### src/rtl/load_store_unit_pkg.sv
// Shared constants for the data-side load/store sequencer: funct3 width codes,
// FSM state encoding and the lane-mask helper.
package load_store_unit_pkg;

    localparam logic [2:0] F3_BYTE   = 3'b000;
    localparam logic [2:0] F3_HALF   = 3'b001;
    localparam logic [2:0] F3_WORD   = 3'b010;
    localparam logic [2:0] F3_DOUBLE = 3'b011;
    localparam logic [2:0] F3_BYTEU  = 3'b100;
    localparam logic [2:0] F3_HALFU  = 3'b101;
    localparam logic [2:0] F3_WORDU  = 3'b110;

    typedef enum logic [1:0] {
        LSU_IDLE   = 2'b00,
        LSU_ACCESS = 2'b01,
        LSU_WAIT   = 2'b10,
        LSU_DONE   = 2'b11
    } lsu_state_e;

    // Lane mask for an access of 1/2/4/8 bytes starting at lane 0.
    function automatic logic [7:0] base_mask(input logic [1:0] size_code);
        logic [7:0] mask;
        case (size_code)
            2'b00:   mask = 8'h01;
            2'b01:   mask = 8'h03;
            2'b10:   mask = 8'h0F;
            2'b11:   mask = 8'hFF;
            default: mask = 8'h00;
        endcase
        return mask;
    endfunction

endpackage

### src/rtl/load_store_unit_align.sv
// Combinational lane logic: byte-enable generation, store data shift,
// load extraction with sign/zero extension, and access fault checks.
module lsu_align
    import load_store_unit_pkg::*;
(
    input  logic        is_store,
    input  logic [2:0]  funct3,
    input  logic [2:0]  offset,
    input  logic [63:0] rs2_data,
    input  logic [63:0] rd_data,
    output logic [7:0]  byte_en,
    output logic [63:0] wr_data,
    output logic [63:0] rd_ext,
    output logic        misaligned,
    output logic        illegal
);

    logic [5:0]  shamt_s;
    logic [63:0] rd_shift_s;

    assign shamt_s    = {offset, 3'b000};
    assign byte_en    = base_mask(funct3[1:0]) << offset;
    assign wr_data    = rs2_data << shamt_s;
    assign rd_shift_s = rd_data >> shamt_s;

    // Truncate the shifted doubleword to the access width and extend it.
    always_comb begin
        rd_ext = rd_shift_s;
        case (funct3)
            F3_BYTE:   rd_ext = {{56{rd_shift_s[7]}},  rd_shift_s[7:0]};
            F3_HALF:   rd_ext = {{48{rd_shift_s[15]}}, rd_shift_s[15:0]};
            F3_WORD:   rd_ext = {{32{rd_shift_s[31]}}, rd_shift_s[31:0]};
            F3_BYTEU:  rd_ext = {56'd0, rd_shift_s[7:0]};
            F3_HALFU:  rd_ext = {48'd0, rd_shift_s[15:0]};
            F3_WORDU:  rd_ext = {32'd0, rd_shift_s[31:0]};
            default:   rd_ext = rd_shift_s;
        endcase
    end

    // Fault checks; the top gives illegal priority over misaligned.
    always_comb begin
        misaligned = 1'b0;
        if (is_store) begin
            illegal = funct3[2];
        end else begin
            illegal = (funct3 == 3'b111);
        end
        case (funct3[1:0])
            2'b01:   misaligned = offset[0];
            2'b10:   misaligned = (offset[1:0] != 2'b00);
            2'b11:   misaligned = (offset != 3'b000);
            default: misaligned = 1'b0;
        endcase
    end

endmodule

### src/rtl/load_store_unit.sv
// Load/store sequencer: registers one request, drives a single aligned bus
// transaction through the busy handshake, and reports done/faults.
module load_store_unit
    import load_store_unit_pkg::*;
#(
    parameter int TIMEOUT_CYCLES = 15
) (
    input  logic        clock,
    input  logic        reset,
    input  logic        start,
    input  logic        is_store,
    input  logic [2:0]  funct3,
    input  logic [63:0] addr,
    input  logic [63:0] rs2_data,
    output logic        done,
    output logic [63:0] load_data,
    output logic        fault_misaligned,
    output logic        fault_illegal,
    output logic        fault_timeout,
    output logic [63:0] mem_addr,
    output logic [63:0] mem_wr_data,
    output logic [7:0]  mem_byte_en,
    output logic        mem_rd_en,
    output logic        mem_wr_en,
    input  logic        mem_busy,
    input  logic [63:0] mem_rd_data
);

    localparam int CNT_W = $clog2(TIMEOUT_CYCLES + 1);
    localparam logic [CNT_W-1:0] CNT_LAST = CNT_W'(TIMEOUT_CYCLES - 1);

    lsu_state_e       state_r, next_state_s;
    logic [CNT_W-1:0] cnt_r;
    logic [2:0]       offset_r, funct3_r;
    logic             is_store_r;

    logic             idle_s, active_s, accept_s, finish_s, success_s, fault_s;
    logic             sel_store_s;
    logic [2:0]       sel_funct3_s, sel_offset_s;
    logic [7:0]       al_byte_en_s;
    logic [63:0]      al_wr_data_s, al_rd_ext_s;
    logic             al_misaligned_s, al_illegal_s;

    assign idle_s    = (state_r == LSU_IDLE);
    assign active_s  = (state_r == LSU_ACCESS) || (state_r == LSU_WAIT);
    assign accept_s  = idle_s && start;
    assign fault_s   = al_misaligned_s || al_illegal_s;
    assign success_s = (state_r == LSU_WAIT) && !mem_busy;
    assign finish_s  = active_s && (next_state_s == LSU_DONE);

    // Fault checks see the live request in IDLE, the captured one afterwards.
    assign sel_store_s  = idle_s ? is_store  : is_store_r;
    assign sel_funct3_s = idle_s ? funct3    : funct3_r;
    assign sel_offset_s = idle_s ? addr[2:0] : offset_r;

    lsu_align u_align (
        .is_store   (sel_store_s),
        .funct3     (sel_funct3_s),
        .offset     (sel_offset_s),
        .rs2_data   (rs2_data),
        .rd_data    (mem_rd_data),
        .byte_en    (al_byte_en_s),
        .wr_data    (al_wr_data_s),
        .rd_ext     (al_rd_ext_s),
        .misaligned (al_misaligned_s),
        .illegal    (al_illegal_s)
    );

    // Next-state logic; a busy fall wins over the timeout on the same edge.
    always_comb begin
        next_state_s = state_r;
        case (state_r)
            LSU_IDLE: begin
                if (start) begin
                    next_state_s = fault_s ? LSU_DONE : LSU_ACCESS;
                end else begin
                    next_state_s = LSU_IDLE;
                end
            end
            LSU_ACCESS: begin
                if (cnt_r == CNT_LAST) begin
                    next_state_s = LSU_DONE;
                end else if (mem_busy) begin
                    next_state_s = LSU_WAIT;
                end else begin
                    next_state_s = LSU_ACCESS;
                end
            end
            LSU_WAIT: begin
                if (!mem_busy || (cnt_r == CNT_LAST)) begin
                    next_state_s = LSU_DONE;
                end else begin
                    next_state_s = LSU_WAIT;
                end
            end
            LSU_DONE: next_state_s = LSU_IDLE;
            default:  next_state_s = LSU_IDLE;
        endcase
    end

    // State register, timeout counter and captured request fields.
    always_ff @(posedge clock or negedge reset) begin
        if (!reset) begin
            state_r    <= LSU_IDLE;
            cnt_r      <= '0;
            offset_r   <= 3'b000;
            funct3_r   <= 3'b000;
            is_store_r <= 1'b0;
        end else begin
            state_r <= next_state_s;
            if (accept_s) begin
                cnt_r      <= '0;
                offset_r   <= addr[2:0];
                funct3_r   <= funct3;
                is_store_r <= is_store;
            end else if (active_s) begin
                cnt_r <= cnt_r + CNT_W'(1);
            end
        end
    end

    // Registered outputs: bus request levels, done pulse, faults, load result.
    always_ff @(posedge clock or negedge reset) begin
        if (!reset) begin
            done             <= 1'b0;
            fault_misaligned <= 1'b0;
            fault_illegal    <= 1'b0;
            fault_timeout    <= 1'b0;
            load_data        <= 64'd0;
            mem_addr         <= 64'd0;
            mem_wr_data      <= 64'd0;
            mem_byte_en      <= 8'h00;
            mem_rd_en        <= 1'b0;
            mem_wr_en        <= 1'b0;
        end else begin
            done             <= (next_state_s == LSU_DONE);
            fault_illegal    <= accept_s && al_illegal_s;
            fault_misaligned <= accept_s && al_misaligned_s && !al_illegal_s;
            fault_timeout    <= finish_s && !success_s;
            if (accept_s && !fault_s) begin
                mem_addr    <= {addr[63:3], 3'b000};
                mem_wr_data <= al_wr_data_s;
                mem_byte_en <= al_byte_en_s;
                mem_rd_en   <= !is_store;
                mem_wr_en   <= is_store;
            end else if (finish_s) begin
                mem_byte_en <= 8'h00;
                mem_rd_en   <= 1'b0;
                mem_wr_en   <= 1'b0;
            end
            if (finish_s && success_s && !is_store_r) begin
                load_data <= al_rd_ext_s;
            end
        end
    end

endmodule

### config.mk
export PLATFORM = sky130hd
export DESIGN_NAME = load_store_unit
export DESIGN_NICKNAME = d
export VERILOG_FILES = /design/src/rtl/load_store_unit_pkg.sv /design/src/rtl/load_store_unit_align.sv /design/src/rtl/load_store_unit.sv
export SDC_FILE = /design/constraint.sdc
export NUM_CORES = 1
export LEC_CHECK = 0
export ABC_CLOCK_PERIOD_IN_PS = 8900
export BUFFER_PORTS_ARGS = -buffer_cell sky130_fd_sc_hd__buf_2
export CORE_MARGIN = 5
export CORE_UTILIZATION = 38
export DETAILED_ROUTE_END_ITERATION = 16
export GPL_TIMING_DRIVEN = 0
export PLACE_DENSITY = 0.63
export REMOVE_ABC_BUFFERS = 1
export SYNTH_ARGS = -nofsm -noshare
export SYNTH_HDL_FRONTEND = slang
export SYNTH_HIERARCHICAL = 1
export SYNTH_SLANG_ARGS = --single-unit
### constraint.sdc
create_clock -name clock -period 8.9 [get_ports clock]
set_clock_uncertainty 0.15 [all_clocks]
set_input_delay 1.335 -clock clock [delete_from_list [all_inputs] [get_ports clock]]
set_output_delay 1.335 -clock clock [all_outputs]
set_load 0.05 [all_outputs]
==> results of run 1 <==
## layer usage
metal | vias up | global-route usage (%) | wire (µm)
li1 | 4627 | - | -
met1 | 5124 | 25.97 | 15700
met2 | 439 | 37.49 | 19990
met3 | 67 | 6.005 | 3495
met4 | 4 | 5.000 | 906
met5 | - | 0 | 27
## power breakdown
group	total (mW)	internal, mW	switching, mW
Clock	0.989	0.577	0.412
Combinational	4.73	1.61	3.12
Sequential	1.63	1.41	0.215
Total	7.35	3.60	3.75
## synthesized netlist by cell type, types with 17 or more instances
| cell type | number |
|---|---|
| mux2i_1 | 83 |
| nand4_1 | 27 |
| nand2_1 | 95 |
| a21oi_1 | 42 |
| and2_1 | 19 |
| buf_4 | 20 |
| mux2_2 | 163 |
| mux2_1 | 60 |
| dfrtp_1 | 216 |
| mux4_2 | 38 |
| buf_2 | 28 |
| nor2_1 | 57 |
| o21ai_0 | 40 |
| nand3_1 | 17 |
| clkbuf_1 | 28 |
## kinds of logic (layout without fill, tap and decap cells)
kind of cell    after synthesis  after routing  share of synthesized area [%]
mux                         344            344                          33.79
simple gates                249            249                          9.487
flops                       216            216                          43.51
compound gates              147            147                          7.614
buf+inv                     102            479                          4.854
fa+ha+maj                     5              5                         0.5036
xor+xnor                      3              3                         0.2115
other cells                   1              5                        0.03019
## registers in the layout (all words and copies together), names as in the netlist
| register | flops |
|---|---|
| mem_addr | 61 |
| cnt_r | 4 |
| fault_timeout | 1 |
| fault_misaligned | 1 |
| fault_illegal | 1 |
| done | 1 |
| state_r | 2 |
| funct3_r | 3 |
| mem_byte_en | 8 |
| mem_wr_data | 64 |
| mem_rd_en | 1 |
| is_store_r | 1 |
| mem_wr_en | 1 |
| load_data | 64 |
| offset_r | 3 |
## worst max-delay path by stage
| stage | endpoint | cells after the start |
|---|---|---|
| global placement | mem_wr_data[11] | 6 |
| CTS | load_data[27] | 13 |
| finish | load_data[27] | 13 |
| global route | load_data[22] | 13 |
| detailed placement | load_data[27] | 12 |
| floorplan | mem_addr[10] | 5 |
## through the flow
stage	cell area, µm²	util [%]	power (mW)	hold slack [ns]
6_report	15690	48.47	7.348	0.3221
3_5_place_dp	14910	46.07	6.397	0.3172
3_3_place_gp	14420	44.54	6.406	0.3092
5_1_grt	15690	48.47	7.787	0.3364
4_1_cts	15690	48.45	7.418	0.3316
2_1_floorplan	11850	-	5.251	0.2917
## area by class of cell
class	count	share of cell area [%]
antenna	2	0.03190
inverter	7	0.1675
clock buffer	41	4.833
clock inverter	3	0.09569
timing repair buffer	428	15.49
sequential	216	34.45
tap	442	3.525
multi-input combinational	751	41.40
## critical path: cells and delay by family, from the launching register on
kind	cells	cell delay, ns
AO/OA/AOI/OAI	3	1.59
adder cells (fa/ha/maj)	1	0.54
buffers and inverters	7	1.74
flip-flops	1	0.39
multiplexers	2	1.06
==> run_results.csv, run 1 <==
group,metric,value,unit
job,maxCapViolations,0,
worst_setup_path,worstSetupEndpointType,"register",
layout,finalNetCount,1635,
placement,io_buffer_count,402,
worst_setup_path,rrSetupSlack,3.28,ns
drt,count_of_vias_placed_by_the_detailed_router,10260,
global_routing,grt_pass1_wl,62.03,mm
yosys,yosys.area.top_type_share,43.51,%
floorplanning,fp.dieArea,0.03641,mm²
layout,nFillCells,3062,
sta,slew_violations,0,
worst_setup_path,cp_cell_sequence,"inv_1, ha_1, mux2_2, clkinv_1, o21ai_0, o211ai_1, a2111oi_4, buf_6, buf_6, buf_6, buf_6, buf_6, mux2_2",
sta,finalCritPeriodShare,63.17,%
worst_setup_path,worst_setup_path_startpoint,"state_r[0]",
clock_tree,cts-htree-levels,1,
clock_tree,cts_inserted_buffers,26,
floorplanning,io_pins,406,
worst_setup_path,cp_slowest_cell,"mux2_2",
sta,slew-limit-headroom,33.46,%
yosys,syn_area,0.01242,mm²
worst_setup_path,critical_path_arrival,5.88,ns
min_path,hold_start,"funct3_r[1]",
drt,drt-initial-drc-count,533,
sta,max_slew.worst_pin.slew,0.9981,ns
placement,dpl_worst_slack,2.837,ns
yosys,post_syn_instances,1067,
clock_tree,max-clock-path-buffers,3,
global_routing,grt_antenna_before_repair,9,
sta,final.min_clock_period,5.622,ns
yosys,synth_largest_area_cell,"dfrtp_1",
yosys,yosysSeqAreaShare,43.51,%
worst_setup_path,worstReg2RegEnd,"load_data[27]",
drt,final_antenna_net_count,0,
global_routing,groute.usage.overall,21.30,%
clock_tree,clock_latency,0.52,ns
worst_setup_path,timing.critical_path.mode_cell,"buf_6",
yosys,yosys_warnings,6,
sta,post-route-worst-setup-slack,3.278,ns
pwr,p_per_area,468.3,mW/mm²
worst_setup_path,r2r.worst_path.cells,13,
yosys,ys_top_cells_by_area,"dfrtp_1 44%, mux2_2 15%, mux4_2 6.9%",
sta,finalHoldViolCount,0,
yosys,synth_edf_count,0,
worst_setup_path,critical_path_required,9.16,ns
worst_setup_path,r2r-start,"state_r[0]",
drt,dr.pass1.iters,5,
global_routing,grt_start_max_net_pins,126,
clock_tree,worst_setup_hold_path_clk_slew,0.06,ns
outcome,run_status,"finished clean",
global_routing,grt_overflow,0,
clock_tree,cts_sinks,216,
floorplanning,chipWidth,190.8,µm
clock_tree,clock-root-buffer,"clkbuf_16",
yosys,synthesis.area_per_instance,11.64,µm²
drt,drcViolationCount,0,
clock_tree,cts_hold_buf,0,
floorplanning,start_util,38.38,%
yosys,synthFlopType,"dfrtp_1",
pwr,power.leakage,7.754,nW
layout,area.growth.synth_to_final,26.30,%
floorplanning,rows,66,
min_path,min_path_type,"reg2reg",
placement,globalplace.congestion,0.8441,
placement,dp.final_hpwl,29.16,mm
sta,rsz0062_at_grt,"no",
sta,finalSetupViolCount,0,
yosys,synth_cell_types,55,
pwr,max-vdd-ir-drop,0.0003165,V
clock_tree,tritoncts,"yes",
yosys,synth.ff_latch_count,216,
floorplanning,die_height,190.8,µm
worst_setup_path,worst_path_largest_cell_delay,0.72,ns
drt,post_drt_wl_per_cell,21.23,µm
min_path,worst_hold_path.num_cells,2,
global_routing,first_global_vias,10760,
placement,placed_cells_incl_taps,1844,
worst_setup_path,worstSetupStartpointType,"register",
min_path,timing.hold.worst_endpoint,"funct3_r[1]",
layout,mostFrequentLayoutCell,"buf_2",
layout,instances_no_fill,1890,
layout,area.sequential,0.005405,mm²
worst_setup_path,critPathMaxFanout,24,
clock_tree,post_cts.repair.setup_buffers,0,
drt,viasPerCell,5.429,
sta,highest_clock_rate,177.9,MHz
worst_setup_path,critPathKind,"reg2reg",
layout,multi_input_area,0.006496,mm²
floorplanning,floorplan.core_area,0.03237,mm²
layout,layout_common_cells,"401 x buf_2, 216 x dfrtp_1, 160 x mux2_2",
drt,detail_route.wirelength,40.12,mm
layout,final_layout_size_suffix_gt1_share,46.68,%
sta,setup_total_negative_slack,0,ns
clock_tree,count_of_cells_resized_by_post_cts_repair,0,
yosys,synth-async-reset-ratio,100.0,%
No activity file was read; power rests on OpenSTA's default activity.
==> inputs of run 2 (changes only) <==
--- a/config.mk
+++ b/config.mk
@@ -5,7 +5,7 @@
 export SDC_FILE = /design/constraint.sdc
 export NUM_CORES = 1
 export LEC_CHECK = 0
-export ABC_CLOCK_PERIOD_IN_PS = 8900
+export ABC_CLOCK_PERIOD_IN_PS = 5510
 export BUFFER_PORTS_ARGS = -buffer_cell sky130_fd_sc_hd__buf_2
 export CORE_MARGIN = 5
 export CORE_UTILIZATION = 38
==> constraint.sdc (replaced) <==
create_clock -name clock -period 5.51 [get_ports clock]
set_clock_uncertainty 0.15 [all_clocks]
set_input_delay 0.8265 -clock clock [delete_from_list [all_inputs] [get_ports clock]]
set_output_delay 0.8265 -clock clock [all_outputs]
set_load 0.05 [all_outputs]
==> run 2 against run 1 <==
Compared with the run above:
- critical path depth unchanged
- critical endpoint unchanged
- wire length hardly changed
- clock power increased by 62%
- largest power group unchanged
- worst setup slack lost 2.9 ns
- cell count did not move
- global-route usage unchanged
- sequential power is 61% higher
- highest routed layer unchanged
==> run_results.csv, run 2 (synthesized netlist as in run 1, its figures left out) <==
group,metric,value,unit
outcome,run_status,"finished clean",
drt,detail_route.wirelength,40.15,mm
drt,viasPerCell,5.433,
sta,finalSetupViolCount,0,
worst_setup_path,worstSetupEndpointType,"register",
sta,slew_violations,0,
layout,area.growth.synth_to_final,26.34,%
drt,dr.pass1.iters,5,
worst_setup_path,r2r-start,"state_r[0]",
drt,drt-initial-drc-count,542,
clock_tree,clock-root-buffer,"clkbuf_16",
worst_setup_path,worst_setup_path_startpoint,"state_r[0]",
worst_setup_path,critical_path_buf_inv_count,6,
worst_setup_path,worst_path_largest_cell_delay,0.85,ns
clock_tree,clock_latency,0.52,ns
layout,multi_input_area,0.006500,mm²
worst_setup_path,critPathMaxFanout,125,
sta,rsz0062_at_grt,"no",
sta,post-route-worst-setup-slack,0.4057,ns
sta,finalHoldViolCount,0,
global_routing,groute.usage.overall,21.30,%
sta,finalCritPeriodShare,92.64,%
worst_setup_path,cp_cell_sequence,"inv_1, ha_1, mux2_8, a21oi_1, o21ai_0, o211ai_1, a2111oi_4, buf_6, buf_6, buf_6, buf_6, buf_6, mux2_2",
layout,final_layout_size_suffix_gt1_share,46.75,%
sta,slew-limit-headroom,33.49,%
worst_setup_path,critical_path_arrival,5.37,ns
drt,count_of_vias_placed_by_the_detailed_router,10270,
drt,drcViolationCount,0,
placement,placedInstanceArea,0.01491,mm²
worst_setup_path,rrSetupSlack,0.41,ns
worst_setup_path,worstSetupStartpointType,"register",
sta,max_slew.worst_pin.slew,0.9977,ns
layout,design_area,0.01570,mm²
sta,highest_clock_rate,195.9,MHz
floorplanning,io_pins,406,
pwr,max-vdd-ir-drop,0.0005111,V
clock_tree,cts_inserted_buffers,26,
clock_tree,post_cts.repair.setup_buffers,0,
layout,finalNetCount,1635,
global_routing,grt_pass1_wl,62.03,mm
drt,final_antenna_net_count,0,
worst_setup_path,r2r.worst_path.cells,13,
worst_setup_path,critical_path_required,5.77,ns
global_routing,grt_antenna_before_repair,9,
layout,layout_common_cells,"401 x buf_2, 216 x dfrtp_1, 159 x mux2_2",
worst_setup_path,worstReg2RegEnd,"load_data[27]",
placement,dp.final_hpwl,29.16,mm
worst_setup_path,critPathKind,"reg2reg",
clock_tree,cts-htree-levels,1,
placement,dpl_worst_slack,-0.2686,ns
floorplanning,rows,66,
layout,finalCoreUtilization,48.48,%
floorplanning,die_height,190.8,µm
job,maxCapViolations,0,
layout,area.sequential,0.005405,mm²
floorplanning,fp.dieArea,0.03641,mm²
sta,final.min_clock_period,5.104,ns
drt,post_drt_wl_per_cell,21.24,µm
clock_tree,cts_sinks,216,
pwr,power.leakage,7.760,nW
layout,largest_registers,"load_data: 64 flops, mem_wr_data: 64 flops, mem_addr: 61 flops",
placement,globalplace.congestion,0.8441,
clock_tree,tritoncts,"yes",
clock_tree,worst_setup_hold_path_clk_slew,0.06,ns
global_routing,grt_start_max_net_pins,126,
worst_setup_path,family_with_the_most_delay_on_the_worst_path,"compound AO/OA/AOI/OAI gates",
floorplanning,start_util,38.38,%
worst_setup_path,timing.critical_path.mode_cell,"buf_6",
layout,mostFrequentLayoutCell,"buf_2",
global_routing,grt_overflow,0,
layout,nFillCells,3059,
global_routing,first_global_vias,10760,
min_path,min_path_type,"in2async",
floorplanning,floorplan.core_area,0.03237,mm²
clock_tree,max-clock-path-buffers,3,
pwr,p_per_area,756.6,mW/mm²
floorplanning,chipWidth,190.8,µm
clock_tree,cts_hold_buf,0,
placement,io_buffer_count,402,
worst_setup_path,cp_slowest_cell,"mux2_8",
[run 2: routing by layer]
metal	share of wire, %	global-route usage, %	vias to the layer above	wire (µm)
met1	39	25.97	5131	15720
li1	-	-	4628	-
met3	8.7	6.005	67	3493
met4	2.3	5.000	4	906
met5	0.067	0	-	27
met2	50	37.49	439	20000
[run 2: what timing repair did]
item / CTS / global route
cloned: 0 / 0
setup endpoints to repair: 23 / 12
hold endpoints to repair: 0 / 0
resized for setup: 1 / 1
[run 2: through the flow]
| stage | power (mW) | setup TNS, ns | hold slack, ns | std cells |
|---|---|---|---|---|
| 2_1_floorplan | 8.313 | -1674.05 | 0.2917 | 974 |
| 3_3_place_gp | 10.25 | -2923.14 | 0.3092 | 1818 |
| 3_5_place_dp | 10.33 | -3.852 | 0.3172 | 1844 |
| 4_1_cts | 11.98 | 0 | 0.08436 | 1888 |
| 5_1_grt | 12.58 | 0 | 0.09964 | 1890 |
| 6_report | 11.87 | 0 | 0.08114 | 1890 |
[run 2: how the worst max path moves through the flow]
stage          slack [ns]  depth (start not counted)               to
2_1_floorplan      -11.91                          7     mem_addr[10]
3_3_place_gp       -19.23                          7  mem_wr_data[11]
3_5_place_dp        -0.27                         13    load_data[27]
4_1_cts              0.08                         13    load_data[27]
5_1_grt              0.02                         13    load_data[22]
6_report             0.41                         13    load_data[27]
[run 2: power breakdown]
group	switching [mW]	internal [mW]
Combinational	5.05	2.60
Clock	0.665	0.932
Sequential	0.348	2.28
Total	6.06	5.81
[run 2: final cells by class]
class / instances / share of cell area, %
multi-input combinational: 751 / 41.41
inverter: 7 / 0.1754
antenna: 2 / 0.03189
clock inverter: 3 / 0.09566
tap: 442 / 3.524
timing repair buffer: 428 / 15.49
clock buffer: 41 / 4.831
sequential: 216 / 34.44
